**src/rtl/rom_port_arbiter.sv**
```systemverilog
// rtl/rom_port_arbiter.sv - arbitrates the instruction ROM read port between fetch (IF) and data-read (DR)
// Optional ROM_ARB_RR_EN: alternating conflict winner instead of fixed DR priority with a fetch starvation guard.

module rom_port_arbiter #(
   parameter int ROM_WORDS = 1024,
   parameter int MAX_WAIT  = 4
) (
   input  logic        CLK,
   input  logic        RST,
   input  logic        IF_REQ,
   input  logic [31:0] IF_ADDR,
   output logic        IF_GNT,
   output logic        IF_RVALID,
   output logic [31:0] IF_RDATA,
   output logic        IF_ERR,
   input  logic        DR_REQ,
   input  logic [31:0] DR_ADDR,
   output logic        DR_GNT,
   output logic        DR_RVALID,
   output logic [31:0] DR_RDATA,
   output logic        DR_ERR,
   output logic [31:0] ROM_ADDR,
   input  logic [31:0] ROM_DATA
);

   typedef enum logic [1:0] {
      OWN_NONE = 2'd0,
      OWN_IF   = 2'd1,
      OWN_DR   = 2'd2
   } owner_t;

   localparam logic [32:0] ROM_BYTES = 33'(4 * ROM_WORDS);

   owner_t      owner_q, owner_d;
   logic        err_q, err_d;
   logic [31:0] rom_addr_q, rom_addr_d;
   logic        if_win;
   logic        any_gnt;
   logic [31:0] gnt_addr;
   logic        addr_err;

`ifdef ROM_ARB_RR_EN
   // 1 = IF won the last conflict; resetting to 1 hands the first conflict to DR.
   logic last_win_q, last_win_d;

   always_comb begin
      if_win     = IF_REQ && (!DR_REQ || !last_win_q);
      last_win_d = last_win_q;
      if (IF_REQ && DR_REQ && !RST) begin
         last_win_d = if_win;
      end
   end

   always_ff @(posedge CLK) begin
      if (RST) begin
         last_win_q <= 1'b1;
      end else begin
         last_win_q <= last_win_d;
      end
   end
`else
   localparam logic [3:0] MAX_WAIT_C = 4'(MAX_WAIT);

   logic [3:0] wait_cnt_q, wait_cnt_d;

   always_comb begin
      if_win     = IF_REQ && (!DR_REQ || (wait_cnt_q == MAX_WAIT_C));
      wait_cnt_d = 4'd0;
      if (IF_REQ && !IF_GNT) begin
         wait_cnt_d = (wait_cnt_q < MAX_WAIT_C) ? wait_cnt_q + 4'd1 : wait_cnt_q;
      end
   end

   always_ff @(posedge CLK) begin
      if (RST) begin
         wait_cnt_q <= 4'd0;
      end else begin
         wait_cnt_q <= wait_cnt_d;
      end
   end
`endif

   always_comb begin
      IF_GNT   = !RST && if_win;
      DR_GNT   = !RST && DR_REQ && !if_win;
      any_gnt  = IF_GNT || DR_GNT;
      gnt_addr = IF_GNT ? IF_ADDR : DR_ADDR;
      addr_err = (gnt_addr[1:0] != 2'b00) || ({1'b0, gnt_addr} >= ROM_BYTES);
   end

   // The ROM address only moves on a grant so idle cycles do not toggle the ROM input.
   always_comb begin
      rom_addr_d = rom_addr_q;
      owner_d    = OWN_NONE;
      err_d      = 1'b0;
      if (any_gnt) begin
         rom_addr_d = {gnt_addr[31:2], 2'b00};
         owner_d    = IF_GNT ? OWN_IF : OWN_DR;
         err_d      = addr_err;
      end
      ROM_ADDR = rom_addr_d;
   end

   always_ff @(posedge CLK) begin
      if (RST) begin
         owner_q    <= OWN_NONE;
         err_q      <= 1'b0;
         rom_addr_q <= 32'd0;
      end else begin
         owner_q    <= owner_d;
         err_q      <= err_d;
         rom_addr_q <= rom_addr_d;
      end
   end

   always_comb begin
      IF_RVALID = (owner_q == OWN_IF);
      DR_RVALID = (owner_q == OWN_DR);
      IF_ERR    = IF_RVALID && err_q;
      DR_ERR    = DR_RVALID && err_q;
      IF_RDATA  = (IF_RVALID && !err_q) ? ROM_DATA : 32'd0;
      DR_RDATA  = (DR_RVALID && !err_q) ? ROM_DATA : 32'd0;
   end

endmodule

```
**config.mk**
```make
export PLATFORM = sky130hd
export DESIGN_NAME = rom_port_arbiter
export DESIGN_NICKNAME = d
export VERILOG_FILES = /design/src/rtl/rom_port_arbiter.sv
export SDC_FILE = /design/constraint.sdc
export NUM_CORES = 1
export LEC_CHECK = 0
export ABC_AREA = 1
export BUFFER_PORTS_ARGS = -buffer_cell sky130_fd_sc_hd__buf_2
export CORE_ASPECT_RATIO = 1.2
export CORE_MARGIN = 2
export CORE_UTILIZATION = 39
export CTS_BUF_LIST = sky130_fd_sc_hd__clkbuf_4 sky130_fd_sc_hd__clkbuf_8 sky130_fd_sc_hd__clkbuf_16
export DETAILED_ROUTE_END_ITERATION = 10
export GPL_TIMING_DRIVEN = 0
export PLACE_DENSITY = 0.83
export SLEW_MARGIN = 25
export SYNTH_ARGS = -nofsm -noshare
export SYNTH_HDL_FRONTEND = slang
export SYNTH_SLANG_ARGS = --single-unit
```
**constraint.sdc**
```tcl
create_clock -name CLK -period 2.36 [get_ports CLK]
set_clock_uncertainty 0.1 [all_clocks]
set_input_delay 0.472 -clock CLK [delete_from_list [all_inputs] [get_ports CLK]]
set_output_delay 0.472 -clock CLK [all_outputs]
set_load 0.01 [all_outputs]
```
* Word-level counts from Yosys, hierarchy flattened *
Index checks and enable logic that the tools add are counted.

storage, ports and cells
  output and inout port bits = 102
  input bits = 100
  memory bits (read-only) = 0
  bits in registers = 39
  memory bits (writable) = 0
  memories = 0
  latch bits = 0
  word-level logic and storage cells = 37

cells by class
  multiply operators = 0
  order comparisons = 2
  reduce and logical (&&, ||, !) cells = 20
  div/mod/pow operators = 0
  muxes and demuxes = 5
  equality and inequality tests = 3
  add/sub/neg operators = 1
  bitwise operators = 2
  shifts and indexed selects = 0

operator list
  kind                  number
  $mux 32               4
  $ge 32x13->1 const B  1
  $logic_and 1x1->1     9
  $logic_not 1->1       5
  $add 4x1->4 const B   1
  $eq 4x3->1 const B    1
  $lt 4x3->1 const B    1
  $reduce_or 2->1       2
  $logic_or 1x1->1      3
  $eq 2x1->1 const B    1
  $eq 2x2->1 const B    1
  $mux 2                1
  $not 1->1             2
  $reduce_bool 2->1     1

* Depth between registers and ports, before layout *
Gate-level depths: netlist of the first run.

  depth in word-level cells = 8
  gate-level depth with buffers = 13
  depth with buffers taken out = 12

* Worst setup path before layout of the first run *
Ideal clock, no wire load.

  kind = reg-to-output
  start point = register wait_cnt_q[0]
  end point = output ROM_ADDR[10]
  path buffers = 2
  required time = 1788 ps
  arrival = 1382 ps
  cell stages (with the launch flop) = 12
  path slack = 406 ps
  cells stage by stage = dfxtp_1 > inv_1 > ha_1 > nand3_1 > nand2_2 > nand2_4 > buf_6 > buf_6 > nand2_1 > nand3_1 > o21ai_1 > inv_1

between the ends
  word-level cells in the longest chain between the ends = 7
  elaborated cells between the ends (all ways) = 9
  classes of those cells = eq/ne (1); mux (2); reduce/logical (6)

ends and longest elaborated chain
  element                   RTL line  RTL
  start: declaration        64        logic [3:0] wait_cnt_q, wait_cnt_d;
  start signal: assignment  78        wait_cnt_q <= wait_cnt_d;
  $eq 4x3->1 *              67        if_win = IF_REQ && (!DR_REQ || (wait_cnt_q == MAX_WAIT_C));
  $logic_or 1x1->1 *        67
  $logic_and 1x1->1 *       67
  $logic_not 1->1           85        DR_GNT = !RST && DR_REQ && !if_win;
  $logic_and 1x1->1         85
  $logic_or 1x1->1          86        any_gnt = IF_GNT || DR_GNT;
  $mux 32 *                 96        if (any_gnt) begin
  end: declaration          22        output logic [31:0] ROM_ADDR,

Every way passes the cells marked *; elsewhere a longest branch is shown, timed or not.

* Worst setup path after layout of the first run *
  start point = register wait_cnt_q[0]
  end point = output ROM_ADDR[8]

The elaborated chain is that of the path after synthesis.

==> results of run 1 <==
==> metrics by stage <==
| step | total power [uW] | instances |
|---|---|---|
| floorplan | 994 | 431 |
| global placement | 1210 | 714 |
| detailed placement | 1220 | 714 |
| CTS | 1750 | 749 |
| global route | 1910 | 758 |
| finish | 1810 | 760 |
==> final timing paths <==
path                    endpoint  slack (ns)
hold reg to reg   rom_addr_q[20]        0.38
setup / recovery     ROM_ADDR[8]       -0.07
setup reg to reg   rom_addr_q[4]        0.02
hold / removal    rom_addr_q[20]        0.38
==> power by group through the flow <==
stage | logic, uW | registers, uW | clock network [uW]
3_5_place_dp | 493 | 724 | 0
3_3_place_gp | 485 | 723 | 0
6_report | 628 | 713 | 470
2_1_floorplan | 274 | 721 | 0
4_1_cts | 558 | 710 | 477
5_1_grt | 686 | 717 | 509
==> layer usage <==
metal | share of wire | vias up | routed length, um | track usage
li1 | - | 1774 | - | -
met1 | 0.36 | 1540 | 3620 | 0.259
met2 | 0.51 | 173 | 5170 | 0.476
met3 | 0.096 | 28 | 966 | 0.103
met4 | 0.031 | 2 | 316 | 0.102
met5 | 0.0013 | - | 13 | 0
==> cells by family (layout without fill, tap and decap cells) <==
logic type,Yosys count,count (layout),share of synthesized area
flops,39,39,0.319
simple gates,263,263,0.438
xor+xnor,1,1,0.00357
compound gates,34,34,0.0710
buf+inv,92,337,0.158
other cells,0,2,0
fa+ha+maj,2,2,0.0102
==> flip-flops by register name, summed over array words and instances (netlist names) <==
register    cells
rom_addr_q     32
wait_cnt_q      4
owner_q         2
err_q           1
==> cell usage in the layout, fill, tap and decap left out, types with 3 or more instances in the layout <==
cell                         n
sky130_fd_sc_hd__nand3_2    11
sky130_fd_sc_hd__buf_8       3
sky130_fd_sc_hd__inv_1      65
sky130_fd_sc_hd__o21ai_2    15
sky130_fd_sc_hd__nand3_1    20
sky130_fd_sc_hd__clkbuf_1    9
sky130_fd_sc_hd__dfxtp_1    37
sky130_fd_sc_hd__nand2_4     3
sky130_fd_sc_hd__nor2_1    101
sky130_fd_sc_hd__buf_6       5
sky130_fd_sc_hd__nand3b_1    6
sky130_fd_sc_hd__buf_4      34
sky130_fd_sc_hd__nand2_2    11
sky130_fd_sc_hd__buf_2     203
sky130_fd_sc_hd__a21oi_1    17
sky130_fd_sc_hd__clkbuf_8    5
sky130_fd_sc_hd__clkbuf_4    3
sky130_fd_sc_hd__inv_2       5
sky130_fd_sc_hd__nand2_1   104
==> tightest hold or removal path: stages, from the launching register on <==
cell and delay, ns:
sky130_fd_sc_hd__dfxtp_1 0.30, sky130_fd_sc_hd__nand2_1 0.07, sky130_fd_sc_hd__a21oi_1 0.06
==> cell type report <==
cell class                      instances  area share
Antenna cell                            2     0.00119
Clock buffer                            7      0.0200
Sequential cell                        39       0.187
Clock inverter                          1     0.00119
Buffer                                 21      0.0337
Multi-Input combinational cell        300       0.351
Timing Repair Buffer                  237       0.317
Tap cell                               82      0.0245
Inverter                               71      0.0653
==> timing repair <==
action,in CTS,in global routing
gates resized for setup,15,49
gates cloned,0,2
hold buffers,0,0
setup buffers,27,7
pin swaps,3,13
endpoints found under the setup margin,27,31
==> impl_table.tex, run 1 <==
\begin{tabular}{lr}
\hline
Metric & Value \\
\hline
\multicolumn{2}{l}{\textbf{Outcome}} \\
\quad Outcome & finished, violations left \\
\quad Violated checks & setup timing \\
\multicolumn{2}{l}{\textbf{Critical path}} \\
\quad Worst setup path startpoint & wait\_cnt\_q[0] \\
\quad Largest delay contributor family on the critical path & buffers and inverters \\
\quad Category of the worst setup path capture point & primary output \\
\quad Sum of buffers and inverters on the critical path & 5 \\
\quad R2R depth & 18 \\
\quad Worst R2R Start & wait\_cnt\_q[0] \\
\quad Crit start category & register \\
\quad Critical path data required time & 1.79 ns \\
\quad Crit path DAT & 1.86 ns \\
\quad Worst-path cell with the longest stage delay & sky130\_fd\_sc\_hd\_\_dfxtp\_2 \\
\quad Ordered list of cells on the worst path & inv\_2, ha\_4, nand3\_4, nand2\_4, nand2\_8, buf\_8, buf\_8, nand2\_1, nand3\_1, o21ai\_2, inv\_1, buf\_2 \\
\quad Maximum fanout along the worst path & 6 \\
\quad Most frequent cell on the critical path & sky130\_fd\_sc\_hd\_\_buf\_8 \\
\quad Biggest cell delay along the critical path & 0.33 ns \\
\quad Kind of critical path & reg -> out \\
\quad Stages on the worst setup path & 12 \\
\multicolumn{2}{l}{\textbf{Synth}} \\
\quad Leading cell type by number of instances after synthesis & sky130\_fd\_sc\_hd\_\_nand2\_1 \\
\quad Share of the synthesized area in the top cell type & 0.319 \\
\quad Yosys synthesis warning count & 0 \\
\quad Share of the yosys chip area belonging to registers & 0.319 \\
\quad Net count after synthesis & 533 \\
\quad Post-Syn Instances & 431 \\
\quad Share of synthesized registers carrying an async set or reset & 0 \\
\quad Largest area contributor in the synthesized netlist & sky130\_fd\_sc\_hd\_\_dfxtp\_1 \\
\quad Number of enable-type register cells in the synthesized netlist & 0 \\
\quad Library cells used by synthesis & 22 \\
\quad Cells taking the most area after synthesis & sky130\_fd\_sc\_hd\_\_dfxtp\_1 32\%, sky130\_fd\_sc\_hd\_\_nand2\_1 18\%, sky130\_fd\_sc\_hd\_\_nor2\_1 15\% \\
\quad Mean post-synth cell area & 5.69 um2 \\
\quad Count of state elements after synthesis & 39 \\
\quad Top cells by count, synth & 117 x sky130\_fd\_sc\_hd\_\_nand2\_1, 101 x sky130\_fd\_sc\_hd\_\_nor2\_1, 68 x sky130\_fd\_sc\_hd\_\_inv\_1, 39 x sky130\_fd\_sc\_hd\_\_dfxtp\_1, 32 x sky130\_fd\_sc\_hd\_\_nand3\_1 \\
\quad Most used flip-flop cell after synthesis & sky130\_fd\_sc\_hd\_\_dfxtp\_1 \\
\quad Post-Syn Area & 0.00245 mm2 \\
\multicolumn{2}{l}{\textbf{Global routing}} \\
\quad Overall global routing resource usage & 0.259 \\
\quad Global-route wire length before repair & 14600 um \\
\quad Initial antenna violation count & 3 \\
\quad Maximum number of pins on one net before global-route repair & 12 \\
\quad Total congestion overflow & 0 \\
\quad Vias in the first global route & 3218 \\
\multicolumn{2}{l}{\textbf{CTS}} \\
\quad CTS clk-pin slew, worst paths & 0.08 ns \\
\quad Clock Tree Buf Depth & 2 \\
\quad TritonCTS clock tree & built \\
\quad Clock net sink count & 39 \\
\quad Clock root buffer master & sky130\_fd\_sc\_hd\_\_clkbuf\_8 \\
\quad Number of clock buffers inserted by TritonCTS & 5 \\
\quad CTS H-Tree Depth & 2 \\
\quad Insertion delay to the later sink of the worst-skew pair & 0.29 ns \\
\multicolumn{2}{l}{\textbf{Pwr}} \\
\quad Power per unit of standard cell area & 432 mW/mm2 \\
\quad Relative contribution of sequential cells to total power & 0.394 \\
\quad Combinational group share of total power & 0.347 \\
\quad Cell leakage power & 0.00264 uW \\
\quad Clock share of power & 0.259 \\
\quad Internal power contribution & 1220 uW \\
\quad Worst vdd ir & 0.000316 V \\
\quad Net switching share of the total power & 0.327 \\
\quad Reported net switching power & 592 uW \\
\multicolumn{2}{l}{\textbf{Timing}} \\
\quad Max-slew headroom at the worst pin & 0.664 \\
\quad Peak Freq & 0.412 GHz \\
\quad Total Negative Setup Slacks & -0.170 ns \\
\quad Minimum clock period after layout & 2.43 ns \\
\quad Share of the clock period used by the worst path & 1.03 \\
\quad Worst-Margin Slew & 0.504 ns \\
\quad Final max-slew violation count & 0 \\
\quad Min Hold Slack & 0.375 ns \\
\quad Setup-violating endpoint count in the final report & 8 \\
\quad Number of failing hold endpoints at the final stage & 0 \\
\quad Worst path setup slack after routing & -0.0697 ns \\
\quad Unrepaired setup endpoints after global routing & true \\
\multicolumn{2}{l}{\textbf{Routing}} \\
\quad TritonRoute pass-1 iters & 4 \\
\quad Post-detailed-routing wire length & 10100 um \\
\quad Wire length per cell & 13.3 um \\
\quad Total via count in the routed design & 3517 \\
\quad Vias per cell & 4.63 \\
\quad Remaining design rule violation count & 0 \\
\quad Count of routing violations after the opening detailed-route iteration & 96 \\
\quad Final antenna-violating net count & 0 \\
\multicolumn{2}{l}{\textbf{Run}} \\
\quad Total of max-cap violations & 0 \\
\multicolumn{2}{l}{\textbf{Final layout}} \\
\quad Number of fillers in the final layout & 534 \\
\quad Multi-input logic area & 0.00147 mm2 \\
\quad Fraction of final layout cells sized beyond drive strength 1 & 0.460 \\
\quad Post-route standard cell area excluding fillers & 0.00419 mm2 \\
\quad Final Core Density & 0.693 \\
\quad Growth of design area from synthesis to finish & 71.1\% \\
\quad NumNets Final & 777 \\
\quad Sequential cell area in the final layout & 783 um2 \\
\multicolumn{2}{l}{\textbf{Worst hold path}} \\
\quad Min-delay src & rom\_addr\_q[20] \\
\quad Worst hold path stage count & 2 \\
\quad Type of the tightest min-delay check & reg -> reg \\
\multicolumn{2}{l}{\textbf{Die}} \\
\quad Initial core utilization & 0.405 \\
\quad Overall die height & 90.8 um \\
\quad Chip width & 76.4 um \\
\quad Die Footprint & 0.00694 mm2 \\
\quad Number of rows in the core area & 31 \\
\quad Area of the core region & 0.00605 mm2 \\
\quad Top-Level Pins & 202 \\
\multicolumn{2}{l}{\textbf{Placed design}} \\
\quad Routability congestion estimate & 0.892 \\
\quad Number of input and output port buffers inserted & 201 \\
\quad HPWL Detailed & 7280 um \\
\quad Pre-CTS setup slack & 0.0275 ns \\
\quad Placed standard-cell area & 0.00356 mm2 \\
\hline
\end{tabular}
(Power assumes the default switching activity.)
==> run 2: changes to the inputs <==
- CORE_UTILIZATION: 39 -> 35
- PLACE_DENSITY: 0.83 -> 0.79
- clock period: 2.36 -> 2.1 ns (I/O delays scaled with it)
==> run 2 against run 1 <==
Compared with the run above:
- final cell count is 5.5% higher
- combinational power increased by 47%
- setup slack got worse by 0.20 ns
- the run still ends with setup timing left
- utilization is 3.6 points higher
- critical path depth is the same
- sequential power rose by 13%
- global-route usage up 2.7 points
- worst hold slack better by 0.0056 ns
- via count up 12%
==> impl_table.tex, run 2 (synthesized netlist as in run 1, its figures left out) <==
\begin{tabular}{lr}
\hline
Metric & Value \\
\hline
\multicolumn{2}{l}{\textbf{Final layout}} \\
\quad Final Core Density & 0.729 \\
\quad Most used cells in the layout excluding fill and tap cells & 197 x sky130\_fd\_sc\_hd\_\_buf\_2, 94 x sky130\_fd\_sc\_hd\_\_nor2\_1, 65 x sky130\_fd\_sc\_hd\_\_inv\_1, 65 x sky130\_fd\_sc\_hd\_\_buf\_4, 64 x sky130\_fd\_sc\_hd\_\_nand2\_1 \\
\quad Multi-input logic area & 0.00181 mm2 \\
\quad Fraction of final layout cells sized beyond drive strength 1 & 0.584 \\
\quad Post-route standard cell area excluding fillers & 0.00496 mm2 \\
\quad Most flops, register & rom\_addr\_q \\
\quad Sequential cell area in the final layout & 783 um2 \\
\quad Growth of design area from synthesis to finish & 103\% \\
\quad Largest regs & rom\_addr\_q x32, wait\_cnt\_q x4, owner\_q x2 \\
\quad NumNets Final & 815 \\
\quad Number of fillers in the final layout & 514 \\
\quad Largest register FFs & 32 \\
\quad Commonest non-fill, non-tap cell in the layout & sky130\_fd\_sc\_hd\_\_buf\_2 \\
\multicolumn{2}{l}{\textbf{CTS}} \\
\quad Insertion delay to the later sink of the worst-skew pair & 0.29 ns \\
\quad Number of clock buffers inserted by TritonCTS & 5 \\
\quad Number of hold buffers added after CTS & 0 \\
\quad Clock net sink count & 39 \\
\quad CTS clk-pin slew, worst paths & 0.08 ns \\
\quad TritonCTS clock tree & built \\
\quad Clock root buffer master & sky130\_fd\_sc\_hd\_\_clkbuf\_8 \\
\quad Clock Tree Buf Depth & 2 \\
\quad CTS H-Tree Depth & 2 \\
\multicolumn{2}{l}{\textbf{Pwr}} \\
\quad Total power & 2320 uW \\
\quad Net switching share of the total power & 0.336 \\
\quad Internal power contribution & 1540 uW \\
\quad Relative contribution of sequential cells to total power & 0.346 \\
\quad Power per unit of standard cell area & 468 mW/mm2 \\
\quad Cell leakage power & 0.00295 uW \\
\quad Worst vdd ir & 0.000459 V \\
\quad Clock share of power & 0.256 \\
\quad Reported net switching power & 781 uW \\
\quad Combinational group share of total power & 0.398 \\
\multicolumn{2}{l}{\textbf{Placed design}} \\
\quad HPWL Detailed & 7550 um \\
\quad Pre-CTS setup slack & -0.130 ns \\
\quad Number of input and output port buffers inserted & 201 \\
\quad Routability congestion estimate & 0.799 \\
\quad Placed standard-cell area & 0.00357 mm2 \\
\multicolumn{2}{l}{\textbf{Routing}} \\
\quad Remaining design rule violation count & 0 \\
\quad Total via count in the routed design & 3931 \\
\quad Wire length per cell & 15.7 um \\
\quad Post-detailed-routing wire length & 12600 um \\
\quad Vias per cell & 4.90 \\
\quad TritonRoute pass-1 iters & 5 \\
\quad Count of routing violations after the opening detailed-route iteration & 173 \\
\quad Final antenna-violating net count & 0 \\
\multicolumn{2}{l}{\textbf{Timing}} \\
\quad Share of the clock period used by the worst path & 1.13 \\
\quad Unrepaired setup endpoints after global routing & true \\
\quad Setup-violating endpoint count in the final report & 34 \\
\quad Worst path setup slack after routing & -0.271 ns \\
\quad Minimum clock period after layout & 2.37 ns \\
\quad Worst-Margin Slew & 0.752 ns \\
\quad Total Negative Setup Slacks & -6.28 ns \\
\quad Final max-slew violation count & 0 \\
\quad Peak Freq & 0.422 GHz \\
\quad Max-slew headroom at the worst pin & 0.499 \\
\quad Number of failing hold endpoints at the final stage & 0 \\
\multicolumn{2}{l}{\textbf{Die}} \\
\quad Chip width & 80.4 um \\
\quad Number of rows in the core area & 33 \\
\quad Overall die height & 95.7 um \\
\quad Initial core utilization & 0.360 \\
\quad Die Footprint & 0.00769 mm2 \\
\quad Top-Level Pins & 202 \\
\quad Area of the core region & 0.00681 mm2 \\
\multicolumn{2}{l}{\textbf{Critical path}} \\
\quad Worst-path cell with the longest stage delay & sky130\_fd\_sc\_hd\_\_dfxtp\_2 \\
\quad Largest delay contributor family on the critical path & buffers and inverters \\
\quad Biggest cell delay along the critical path & 0.33 ns \\
\quad Crit start category & register \\
\quad Critical path data required time & 1.58 ns \\
\quad Crit path DAT & 1.85 ns \\
\quad Ordered list of cells on the worst path & inv\_2, ha\_4, nand3\_4, nand2\_4, nand2\_8, buf\_12, buf\_8, nand2\_2, nand3\_2, o21ai\_2, inv\_1, buf\_2 \\
\quad Sum of buffers and inverters on the critical path & 5 \\
\quad Kind of critical path & reg -> out \\
\quad Maximum fanout along the worst path & 5 \\
\quad Category of the worst setup path capture point & primary output \\
\multicolumn{2}{l}{\textbf{Global routing}} \\
\quad Overall global routing resource usage & 0.287 \\
\quad Global-route wire length before repair & 16900 um \\
\quad Vias in the first global route & 3596 \\
\quad Total congestion overflow & 0 \\
\quad Initial antenna violation count & 3 \\
\quad Maximum number of pins on one net before global-route repair & 12 \\
\multicolumn{2}{l}{\textbf{Worst hold path}} \\
\quad Type of the tightest min-delay check & reg -> reg \\
\multicolumn{2}{l}{\textbf{Outcome}} \\
\quad Outcome & finished, violations left \\
\quad Violated checks & setup timing \\
\multicolumn{2}{l}{\textbf{Run}} \\
\quad Total of max-cap violations & 0 \\
\hline
\end{tabular}
run 2: final timing paths:
path	startpoint	endpoint	slack [ns]	depth (start not counted)
worst max-delay path	wait_cnt_q[0]	ROM_ADDR[7]	-0.27	12
worst max register to register	wait_cnt_q[0]	rom_addr_q[27]	-0.12	17
worst min register to register	rom_addr_q[15]	rom_addr_q[15]	0.38	2
worst min-delay path	rom_addr_q[15]	rom_addr_q[15]	0.38	2
run 2: timing repair:
item | CTS | global route
endpoints found under the hold margin | 0 | 0
cloned | 2 | 1
gates resized for setup | 96 | 89
endpoints found under the setup margin | 42 | 100
pin swaps | 33 | 21
setup buffers | 69 | 14
run 2: worst register-to-register path, stage by stage, from the launching register on:
cell and delay [ns]:
sky130_fd_sc_hd__dfxtp_2 0.34, sky130_fd_sc_hd__inv_2 0.06, sky130_fd_sc_hd__ha_4 0.16, sky130_fd_sc_hd__nand3_4 0.07
sky130_fd_sc_hd__nand2_4 0.07, sky130_fd_sc_hd__nand2_8 0.10, sky130_fd_sc_hd__buf_12 0.14, sky130_fd_sc_hd__buf_12 0.13
sky130_fd_sc_hd__nand2_2 0.06, sky130_fd_sc_hd__nand3_2 0.07, sky130_fd_sc_hd__o21ai_2 0.06, sky130_fd_sc_hd__buf_4 0.14
sky130_fd_sc_hd__buf_4 0.12, sky130_fd_sc_hd__buf_4 0.12, sky130_fd_sc_hd__buf_4 0.12, sky130_fd_sc_hd__buf_4 0.12
sky130_fd_sc_hd__buf_4 0.12, sky130_fd_sc_hd__nor2_2 0.07
run 2: power groups by stage:
stage / Combinational [uW] / Sequential [uW] / Clock, uW
after global placement: 548 / 812 / 0
final: 926 / 804 / 595
after CTS: 788 / 801 / 595
after floorplan: 308 / 810 / 0
after global routing: 994 / 806 / 627
after detailed placement: 558 / 814 / 0
run 2: metrics by stage:
stage                     hold WS, ns  std cells
after global placement          0.341        719
after CTS                       0.356        797
after global routing            0.378        801
after detailed placement        0.353        719
after floorplan                 0.333        431
final                           0.381        802
run 2: area by class of cell:
cell class,instances,area share
clock buffer,8,0.0209
inverter,71,0.0552
tap,87,0.0219
timing repair buffer,276,0.348
multi-input combinational,300,0.364
sequential,39,0.158
buffer,20,0.0320
antenna,1,0.000504
run 2: routing by layer:
metal,track usage,share of wire
met1,0.287,0.33
met4,0.143,0.045
met5,0,0.0024
met2,0.535,0.53
met3,0.0833,0.092
==> run 3: changes to the inputs <==
- ABC_CLOCK_PERIOD_IN_PS: default -> 2100
- CORE_MARGIN: 2 -> default
==> run 3 against run 2 <==
Compared with the run above:
- the flow still finishes with violations (setup timing)
- sequential power about the same
- via count decreased by 8.1%
- global-route usage decreased by 2.0 points
- count of clock-buffer cells in the layout decreased by 2
==> impl_table.tex, run 3 (synthesized netlist as in run 1, its figures left out) <==
\begin{tabular}{lr}
\hline
Metric & Value \\
\hline
\multicolumn{2}{l}{\textbf{Critical path}} \\
\quad Sum of buffers and inverters on the critical path & 5 \\
\quad Critical path data required time & 1.58 ns \\
\quad Kind of critical path & reg -> out \\
\quad Crit start category & register \\
\quad Most frequent cell on the critical path & sky130\_fd\_sc\_hd\_\_buf\_8 \\
\quad Biggest cell delay along the critical path & 0.34 ns \\
\quad Worst-path cell with the longest stage delay & sky130\_fd\_sc\_hd\_\_dfxtp\_2 \\
\quad Crit path DAT & 1.84 ns \\
\quad Category of the worst setup path capture point & primary output \\
\quad Maximum fanout along the worst path & 5 \\
\quad Largest delay contributor family on the critical path & buffers and inverters \\
\quad Ordered list of cells on the worst path & inv\_2, ha\_4, nand3\_4, nand2\_4, nand2\_8, buf\_8, buf\_8, nand2\_2, nand3\_1, o21ai\_2, inv\_1, buf\_2 \\
\multicolumn{2}{l}{\textbf{Routing}} \\
\quad Total via count in the routed design & 3613 \\
\quad Final antenna-violating net count & 0 \\
\quad Count of routing violations after the opening detailed-route iteration & 134 \\
\quad Post-detailed-routing wire length & 10400 um \\
\quad Wire length per cell & 13.4 um \\
\quad Remaining design rule violation count & 0 \\
\quad TritonRoute pass-1 iters & 4 \\
\quad Vias per cell & 4.66 \\
\multicolumn{2}{l}{\textbf{Final layout}} \\
\quad Growth of design area from synthesis to finish & 80.6\% \\
\quad NumNets Final & 786 \\
\quad Fraction of final layout cells sized beyond drive strength 1 & 0.505 \\
\quad Most flops, register & rom\_addr\_q \\
\quad Number of fillers in the final layout & 599 \\
\quad Commonest non-fill, non-tap cell in the layout & sky130\_fd\_sc\_hd\_\_buf\_2 \\
\quad Largest register FFs & 32 \\
\quad Largest regs & rom\_addr\_q x32, wait\_cnt\_q x4, owner\_q x2 \\
\quad Post-route standard cell area excluding fillers & 0.00443 mm2 \\
\quad Most used cells in the layout excluding fill and tap cells & 200 x sky130\_fd\_sc\_hd\_\_buf\_2, 98 x sky130\_fd\_sc\_hd\_\_nor2\_1, 94 x sky130\_fd\_sc\_hd\_\_nand2\_1, 64 x sky130\_fd\_sc\_hd\_\_inv\_1, 45 x sky130\_fd\_sc\_hd\_\_buf\_4 \\
\multicolumn{2}{l}{\textbf{CTS}} \\
\quad TritonCTS clock tree & built \\
\quad Insertion delay to the later sink of the worst-skew pair & 0.30 ns \\
\quad Number of clock buffers inserted by TritonCTS & 5 \\
\quad CTS clk-pin slew, worst paths & 0.09 ns \\
\quad Number of hold buffers added after CTS & 0 \\
\quad Clock net sink count & 39 \\
\quad Clock root buffer master & sky130\_fd\_sc\_hd\_\_clkbuf\_8 \\
\quad Clock Tree Buf Depth & 2 \\
\quad CTS H-Tree Depth & 2 \\
\multicolumn{2}{l}{\textbf{Timing}} \\
\quad Unrepaired setup endpoints after global routing & true \\
\quad Total Negative Setup Slacks & -6.44 ns \\
\quad Number of failing hold endpoints at the final stage & 0 \\
\quad Final max-slew violation count & 0 \\
\quad Worst-Margin Slew & 0.517 ns \\
\quad Worst path setup slack after routing & -0.257 ns \\
\quad Setup-violating endpoint count in the final report & 34 \\
\quad Peak Freq & 0.424 GHz \\
\quad Max-slew headroom at the worst pin & 0.655 \\
\quad Share of the clock period used by the worst path & 1.12 \\
\quad Minimum clock period after layout & 2.36 ns \\
\multicolumn{2}{l}{\textbf{Die}} \\
\quad Area of the core region & 0.00681 mm2 \\
\quad Overall die height & 93.7 um \\
\quad Number of rows in the core area & 33 \\
\quad Chip width & 78.4 um \\
\quad Initial core utilization & 0.360 \\
\quad Top-Level Pins & 202 \\
\quad Die Footprint & 0.00734 mm2 \\
\multicolumn{2}{l}{\textbf{Pwr}} \\
\quad Power per unit of standard cell area & 504 mW/mm2 \\
\quad Worst vdd ir & 0.000431 V \\
\quad Cell leakage power & 0.00273 uW \\
\multicolumn{2}{l}{\textbf{Placed design}} \\
\quad HPWL Detailed & 7350 um \\
\quad Routability congestion estimate & 0.860 \\
\quad Placed standard-cell area & 0.00357 mm2 \\
\quad Pre-CTS setup slack & -0.114 ns \\
\quad Number of input and output port buffers inserted & 201 \\
\multicolumn{2}{l}{\textbf{Global routing}} \\
\quad Total congestion overflow & 0 \\
\quad Global-route wire length before repair & 14900 um \\
\quad Initial antenna violation count & 4 \\
\quad Maximum number of pins on one net before global-route repair & 13 \\
\quad Vias in the first global route & 3272 \\
\quad Overall global routing resource usage & 0.267 \\
\multicolumn{2}{l}{\textbf{Outcome}} \\
\quad Violated checks & setup timing \\
\quad Outcome & finished, violations left \\
\multicolumn{2}{l}{\textbf{Worst hold path}} \\
\quad Type of the tightest min-delay check & in -> reg \\
\multicolumn{2}{l}{\textbf{Run}} \\
\quad Total of max-cap violations & 0 \\
\hline
\end{tabular}
-- run 3: worst register-to-register path: stages, from the launching register on --
cell and delay [ns]:
sky130_fd_sc_hd__dfxtp_2 0.35, sky130_fd_sc_hd__inv_2 0.06, sky130_fd_sc_hd__ha_4 0.16, sky130_fd_sc_hd__nand3_4 0.07, sky130_fd_sc_hd__nand2_4 0.08, sky130_fd_sc_hd__nand2_8 0.11
sky130_fd_sc_hd__buf_8 0.14, sky130_fd_sc_hd__clkbuf_16 0.15, sky130_fd_sc_hd__nand2_2 0.05, sky130_fd_sc_hd__nand3_2 0.06, sky130_fd_sc_hd__o21ai_2 0.07, sky130_fd_sc_hd__buf_4 0.14
sky130_fd_sc_hd__buf_4 0.13, sky130_fd_sc_hd__buf_4 0.12, sky130_fd_sc_hd__buf_4 0.12, sky130_fd_sc_hd__buf_4 0.12, sky130_fd_sc_hd__buf_4 0.12, sky130_fd_sc_hd__nor2_1 0.07
-- run 3: path summary, 6_finish.rpt --
path | from | to | slack, ns | cells past startpoint
min | DR_ADDR[15] | rom_addr_q[15] | 0.38 | 5
max reg2reg | wait_cnt_q[1] | rom_addr_q[4] | -0.16 | 17
max | wait_cnt_q[0] | ROM_ADDR[11] | -0.26 | 12
min reg2reg | rom_addr_q[17] | rom_addr_q[17] | 0.38 | 2
-- run 3: layer usage --
layer | up-vias | share of wire | track usage
met2 | 180 | 0.50 | 0.496
met5 | - | 0.0011 | 0
met1 | 1614 | 0.37 | 0.269
met3 | 27 | 0.10 | 0.0951
li1 | 1790 | - | -
met4 | 2 | 0.024 | 0.103
-- run 3: final cells by class --
cell class | count | area, um2 | area share
antenna | 3 | 7.51 | 0.00170
buffer | 20 | 140 | 0.0317
clock buffer | 6 | 82.6 | 0.0187
clock inverter | 2 | 35.0 | 0.00791
inverter | 71 | 274 | 0.0619
multi-input combinational | 300 | 1580 | 0.357
sequential | 39 | 783 | 0.177
tap | 87 | 109 | 0.0246
timing repair buffer | 247 | 1420 | 0.320
-- run 3: what timing repair did --
| action | CTS | global route |
|---|---|---|
| resized for setup | 37 | 70 |
| pin swaps | 8 | 15 |
| gates cloned | 0 | 1 |
| setup buffers | 38 | 10 |
| setup endpoints to repair | 42 | 88 |
-- run 3: report_power, final --
group	switching (uW)	internal (uW)	total [uW]	leakage (uW)
Combinational	404	363	767	0.00235
Sequential	19.0	784	803	0.000322
Clock	274	385	659	0.0000612
Total	697	1530	2230	0.00273
-- run 3: through the flow --
step / hold WS [ns] / utilization / cells / power, uW
after floorplan: 0.333 / - / 431 / 1120
after global placement: 0.341 / 0.523 / 719 / 1360
after detailed placement: 0.354 / 0.523 / 719 / 1370
after CTS: 0.375 / 0.602 / 764 / 2150
after global routing: 0.402 / 0.649 / 772 / 2350
final: 0.380 / 0.650 / 775 / 2230
